File: src/rtl/sreg_wb_arbiter.sv
// Round-robin writeback arbiter in front of the scalar register file.
// One producer wins per cycle; the winning write is registered and doubles as the decode forwarding entry.
module sreg_wb_arbiter #(
    parameter int DATA_WIDTH = 32,
    parameter int NUM_SRC    = 3,
    parameter int CNT_WIDTH  = 32
) (
    input  logic                            clk,
    input  logic                            rst_n,
    input  logic [NUM_SRC-1:0]              src_valid_i,
    output logic [NUM_SRC-1:0]              src_ready_o,
    input  logic [NUM_SRC*5-1:0]            src_rd_i,
    input  logic [NUM_SRC*DATA_WIDTH-1:0]   src_data_i,
    output logic [4:0]                      rd_addr_o,
    output logic [DATA_WIDTH-1:0]           rd_data_o,
    output logic                            reg_write_en_o,
    output logic                            fwd_valid_o,
    output logic [4:0]                      fwd_addr_o,
    output logic [DATA_WIDTH-1:0]           fwd_data_o,
    output logic [CNT_WIDTH-1:0]            wb_count_o
);

    localparam int PTR_WIDTH = $clog2(NUM_SRC);

    logic [PTR_WIDTH-1:0]  ptr_reg;
    logic [PTR_WIDTH-1:0]  ptr_next;
    logic                  grant_valid;
    logic [PTR_WIDTH-1:0]  grant_idx;
    logic [4:0]            src_rd   [NUM_SRC];
    logic [DATA_WIDTH-1:0] src_data [NUM_SRC];
    logic                  wen_reg;
    logic [4:0]            addr_reg;
    logic [DATA_WIDTH-1:0] data_reg;
    logic [CNT_WIDTH-1:0]  cnt_reg;

    genvar gi;
    generate
        for (gi = 0; gi < NUM_SRC; gi++) begin : g_src
            assign src_rd[gi]      = src_rd_i[gi*5 +: 5];
            assign src_data[gi]    = src_data_i[gi*DATA_WIDTH +: DATA_WIDTH];
            assign src_ready_o[gi] = grant_valid && (grant_idx == PTR_WIDTH'(gi));
        end
    endgenerate

    // Scan ptr, ptr+1, ... wrapping at NUM_SRC; nothing is granted while in reset.
    always_comb begin
        int idx;
        idx         = 0;
        grant_valid = 1'b0;
        grant_idx   = '0;
        for (int i = 0; i < NUM_SRC; i++) begin
            idx = int'(ptr_reg) + i;
            if (idx >= NUM_SRC) begin
                idx = idx - NUM_SRC;
            end
            if (!grant_valid && rst_n && src_valid_i[idx[PTR_WIDTH-1:0]]) begin
                grant_valid = 1'b1;
                grant_idx   = idx[PTR_WIDTH-1:0];
            end
        end
    end

    always_comb begin
        ptr_next = ptr_reg;
        if (grant_valid) begin
            ptr_next = (grant_idx == PTR_WIDTH'(NUM_SRC - 1)) ? '0 : grant_idx + 1'b1;
        end
    end

    always_ff @(posedge clk) begin
        if (!rst_n) begin
            ptr_reg  <= '0;
            wen_reg  <= 1'b0;
            addr_reg <= '0;
            data_reg <= '0;
            cnt_reg  <= '0;
        end else begin
            ptr_reg <= ptr_next;
            wen_reg <= 1'b0;
            if (grant_valid) begin
                addr_reg <= src_rd[grant_idx];
                data_reg <= src_data[grant_idx];
                // x0 results drain the source but are never written, forwarded or counted.
                if (src_rd[grant_idx] != 5'd0) begin
                    wen_reg <= 1'b1;
                    cnt_reg <= cnt_reg + 1'b1;
                end
            end
        end
    end

    assign rd_addr_o      = addr_reg;
    assign rd_data_o      = data_reg;
    assign reg_write_en_o = wen_reg;
    assign fwd_valid_o    = wen_reg;
    assign fwd_addr_o     = addr_reg;
    assign fwd_data_o     = data_reg;
    assign wb_count_o     = cnt_reg;

endmodule

File: config.mk
export PLATFORM = sky130hd
export DESIGN_NAME = sreg_wb_arbiter
export DESIGN_NICKNAME = d
export VERILOG_FILES = /design/src/rtl/sreg_wb_arbiter.sv
export SDC_FILE = /design/constraint.sdc
export NUM_CORES = 1
export LEC_CHECK = 0
export CAP_MARGIN = 10
export CORE_UTILIZATION = 35
export CTS_CLUSTER_DIAMETER = 30
export DETAILED_ROUTE_END_ITERATION = 7
export PLACE_DENSITY = 0.78
export SLEW_MARGIN = 30
export SYNTH_ARGS = -nofsm -noshare
export SYNTH_HDL_FRONTEND = slang
export SYNTH_SLANG_ARGS = --single-unit
export TNS_END_PERCENT = 30
File: constraint.sdc
create_clock -name clk -period 2.9 [get_ports clk]
set_clock_uncertainty 0.1 [all_clocks]
set_input_delay 0.58 -clock clk [delete_from_list [all_inputs] [get_ports clk]]
set_output_delay 0.58 -clock clk [all_outputs]
set_load 0.01 [all_outputs]
==> flow_summary.json <==
{
  "status": "complete, but fails checks",
  "violations": "setup timing",
  "clock_latency_ps": 350,
  "min_period_ps": 3120,
  "r2r-start": "ptr_reg[1]$_SDFFE_PN0P_",
  "ant_nets": 0,
  "critPathMaxStageDelay_ps": 390,
  "final-seq-area_sq_um": 1450,
  "power_density_nw_per_um2": 489,
  "synth.most_common_cell": "dfxtp_1",
  "antenna_found_initial": 0,
  "track_usage_pct": 25.6,
  "drt_iter0_drc": 269,
  "vdd_ir_drop_max_mv": 0.263,
  "synth_ff_type": "dfxtp_1",
  "hold_buffers": 0,
  "critPathArrivalTime_ps": 3330,
  "grt_pass1_wl_um": 22800,
  "clkTransAtPathRegs_ps": 80,
  "crit_family": "compound AO/OA/AOI/OAI gates",
  "synth_edf_count": 0,
  "crit_chain": "inv_4, buf_4, ha_4, nand3b_1, o2111ai_4, o32ai_4, buf_6, buf_6, a22oi_2, o21ai_4, nor4_4, buf_6, buf_12, a211oi_4, a21boi_0, o21a_1",
  "via_per_inst": 5.39,
  "dieArea_sq_um": 11500,
  "portBuffers": 226,
  "min_path_type": "reg2reg",
  "cts_tree": "done",
  "setup-violations-final": 33,
  "cp_max_fo": 7,
  "async_flop_share_pct": 0,
  "start_util_pct": 35.8,
  "layout-drive-gt1-share_pct": 19.2,
  "nFillCells": 889,
  "first_pass_iters": 5,
  "worst_ep_required_time_ps": 3110,
  "critPathKind": "reg2reg",
  "critPathLaunch": "ptr_reg[1]$_SDFFE_PN0P_",
  "crit_buf_inv": 6,
  "power_leakage_nw": 2.43,
  "postSynthCellCount": 463,
  "setup_slack_ps": -217,
  "overflow": 0,
  "reg2regPathDepth": 16,
  "clockRootBuffer": "clkbuf_8",
  "hold_viol_final": 0,
  "yosysTopAreaCellShare_pct": 37.1,
  "die_h_um": 107,
  "stdcell_count": 834,
  "rows": 38,
  "syn_area_sq_um": 3880,
  "htree_levels": 3,
  "drc": 0,
  "grt_max_degree": 50,
  "wl_per_cell_um": 18.5,
  "worstMarginPinSlew_ps": 1080,
  "crit_path_end_kind": "flip-flop",
  "relSlewSlack_pct": 27.6,
  "grt_pass1_vias": 4589,
  "slew_violations": 0,
  "core_area_sq_um": 10800,
  "vias": 4499,
  "fmaxAchievable_ghz": 0.321,
  "tns_ps": -3310,
  "clkSinkCount": 72,
  "finalCritPeriodShare_pct": 107,
  "cts_buffers": 9,
  "io_pins": 227,
  "dp_cells": 804,
  "seq_area_frac_synth_pct": 37.1,
  "min_path_cells": 1,
  "antenna_cells": 0,
  "gp_congestion": 0.827,
  "synthTopCellsByArea": "dfxtp_1 (37%), buf_4 (7.7%), xnor2_1 (6.1%)",
  "synth_top_area_cell": "dfxtp_1",
  "syn2layout_area_growth_pct": 84.7,
  "crit_slowest_cell": "dfxtp_4",
  "wirelength_um": 15400,
  "yosysWarningCount": 0,
  "dpl.hpwl_um": 10500,
  "clk_path_buf_depth": 2,
  "synthTopCellsByCount": "dfxtp_1 (72), nand2_1 (48), buf_4 (40), nor2_1 (40), a21oi_1 (38)",
  "critPathLaunchType": "flip-flop",
  "die_x_um": 107,
  "synth_seq_cells": 72,
  "crit_top_cell": "buf_6",
  "syn-mean-instance-area_sq_um": 8.38,
  "syn_nets": 583,
  "rsz0062_at_grt": "yes",
  "holdCritStartpoint": "wb_count_o[23]$_SDFFE_PN0P_",
  "synth_cell_types": 48,
  "drv_cap": 0,
  "multi_input_area_sq_um": 2440,
  "cp.depth": 16,
  "final_nets": 810
}
layer usage:
metal / share of wire, % / GRT usage, % / up-vias
li1: - / - / 2093
met1: 39 / 28.6 / 2181
met2: 52 / 47.6 / 196
met3: 5.4 / 4.36 / 29
met4: 2.7 / 10.3 / 0
met5: 0 / 0 / -
repair_timing:
item,CTS,global route
resized for setup,53,25
gates cloned,2,1
pin swaps,32,32
endpoints found under the setup margin,36,36
setup buffers,7,7
worst register-to-register path, delay by kind of cell, from the launching register on:
family | cells | cell delay (ps)
AO/OA/AOI/OAI | 7 | 1180
adder cells (fa/ha/maj) | 1 | 150
flip-flops | 1 | 390
buffers and inverters | 6 | 780
AND/OR/NAND/NOR | 2 | 460
cell type report:
| cell class | count | area share [%] |
|---|---|---|
| clock buffer | 11 | 2.11 |
| multi-input combinational | 304 | 34.0 |
| inverter | 15 | 0.820 |
| tap | 140 | 2.44 |
| clock inverter | 4 | 1.08 |
| sequential | 72 | 20.2 |
| timing repair buffer | 288 | 39.4 |
layout by cell type (no fill, tap or decap), drive strengths merged, types with 13 or more instances in the layout:
| cell | count |
|---|---|
| a211oi | 13 |
| o21ai | 26 |
| a2111oi | 14 |
| a21oi | 38 |
| dfxtp | 72 |
| a222oi | 14 |
| nand2 | 48 |
| clkdlybuf4s50 | 219 |
| inv | 15 |
| xnor2 | 27 |
| nor2 | 41 |
| buf | 62 |
| a221oi | 18 |
kinds of logic after synthesis:
group                      count (synthesis)  synth area share, %
DFF                                       72                 37.1
muxes                                      4                 1.03
xor gates and xnor gates                  27                 6.09
and+or+nand+nor                          131                 15.7
AOI/OAI and AO/OA                        138                 26.3
adders and majority gates                  4                 1.29
buffers and inverters                     87                 12.4
stage by stage:
step,power [mW],instance area [sq um],util (%),hold WS (ps),worst slack (ps)
after global placement,2.39,6370,58.8,374,-491
after global routing,3.65,7170,66.1,432,-359
final,3.51,7170,66.1,393,-217
after floorplan,1.78,3950,-,383,-20.7
after detailed placement,2.43,6370,58.8,377,-600
after CTS,3.45,6980,64.4,399,-199
power breakdown:
group / switching [mW] / internal, mW / total (mW)
clock network: 0.400 / 0.530 / 0.930
logic: 0.644 / 0.758 / 1.40
registers: 0.0913 / 1.08 / 1.18
total: 1.13 / 2.37 / 3.51
path summary, 6_finish.rpt:
| check | slack (ps) | end |
|---|---|---|
| max | -220 | wb_count_o[13]$_SDFFE_PN0P_ |
| min | 390 | wb_count_o[23]$_SDFFE_PN0P_ |
| max reg2reg | -220 | wb_count_o[13]$_SDFFE_PN0P_ |
| min reg2reg | 390 | wb_count_o[23]$_SDFFE_PN0P_ |
Note: power is estimated with default switching activity, not from simulation.
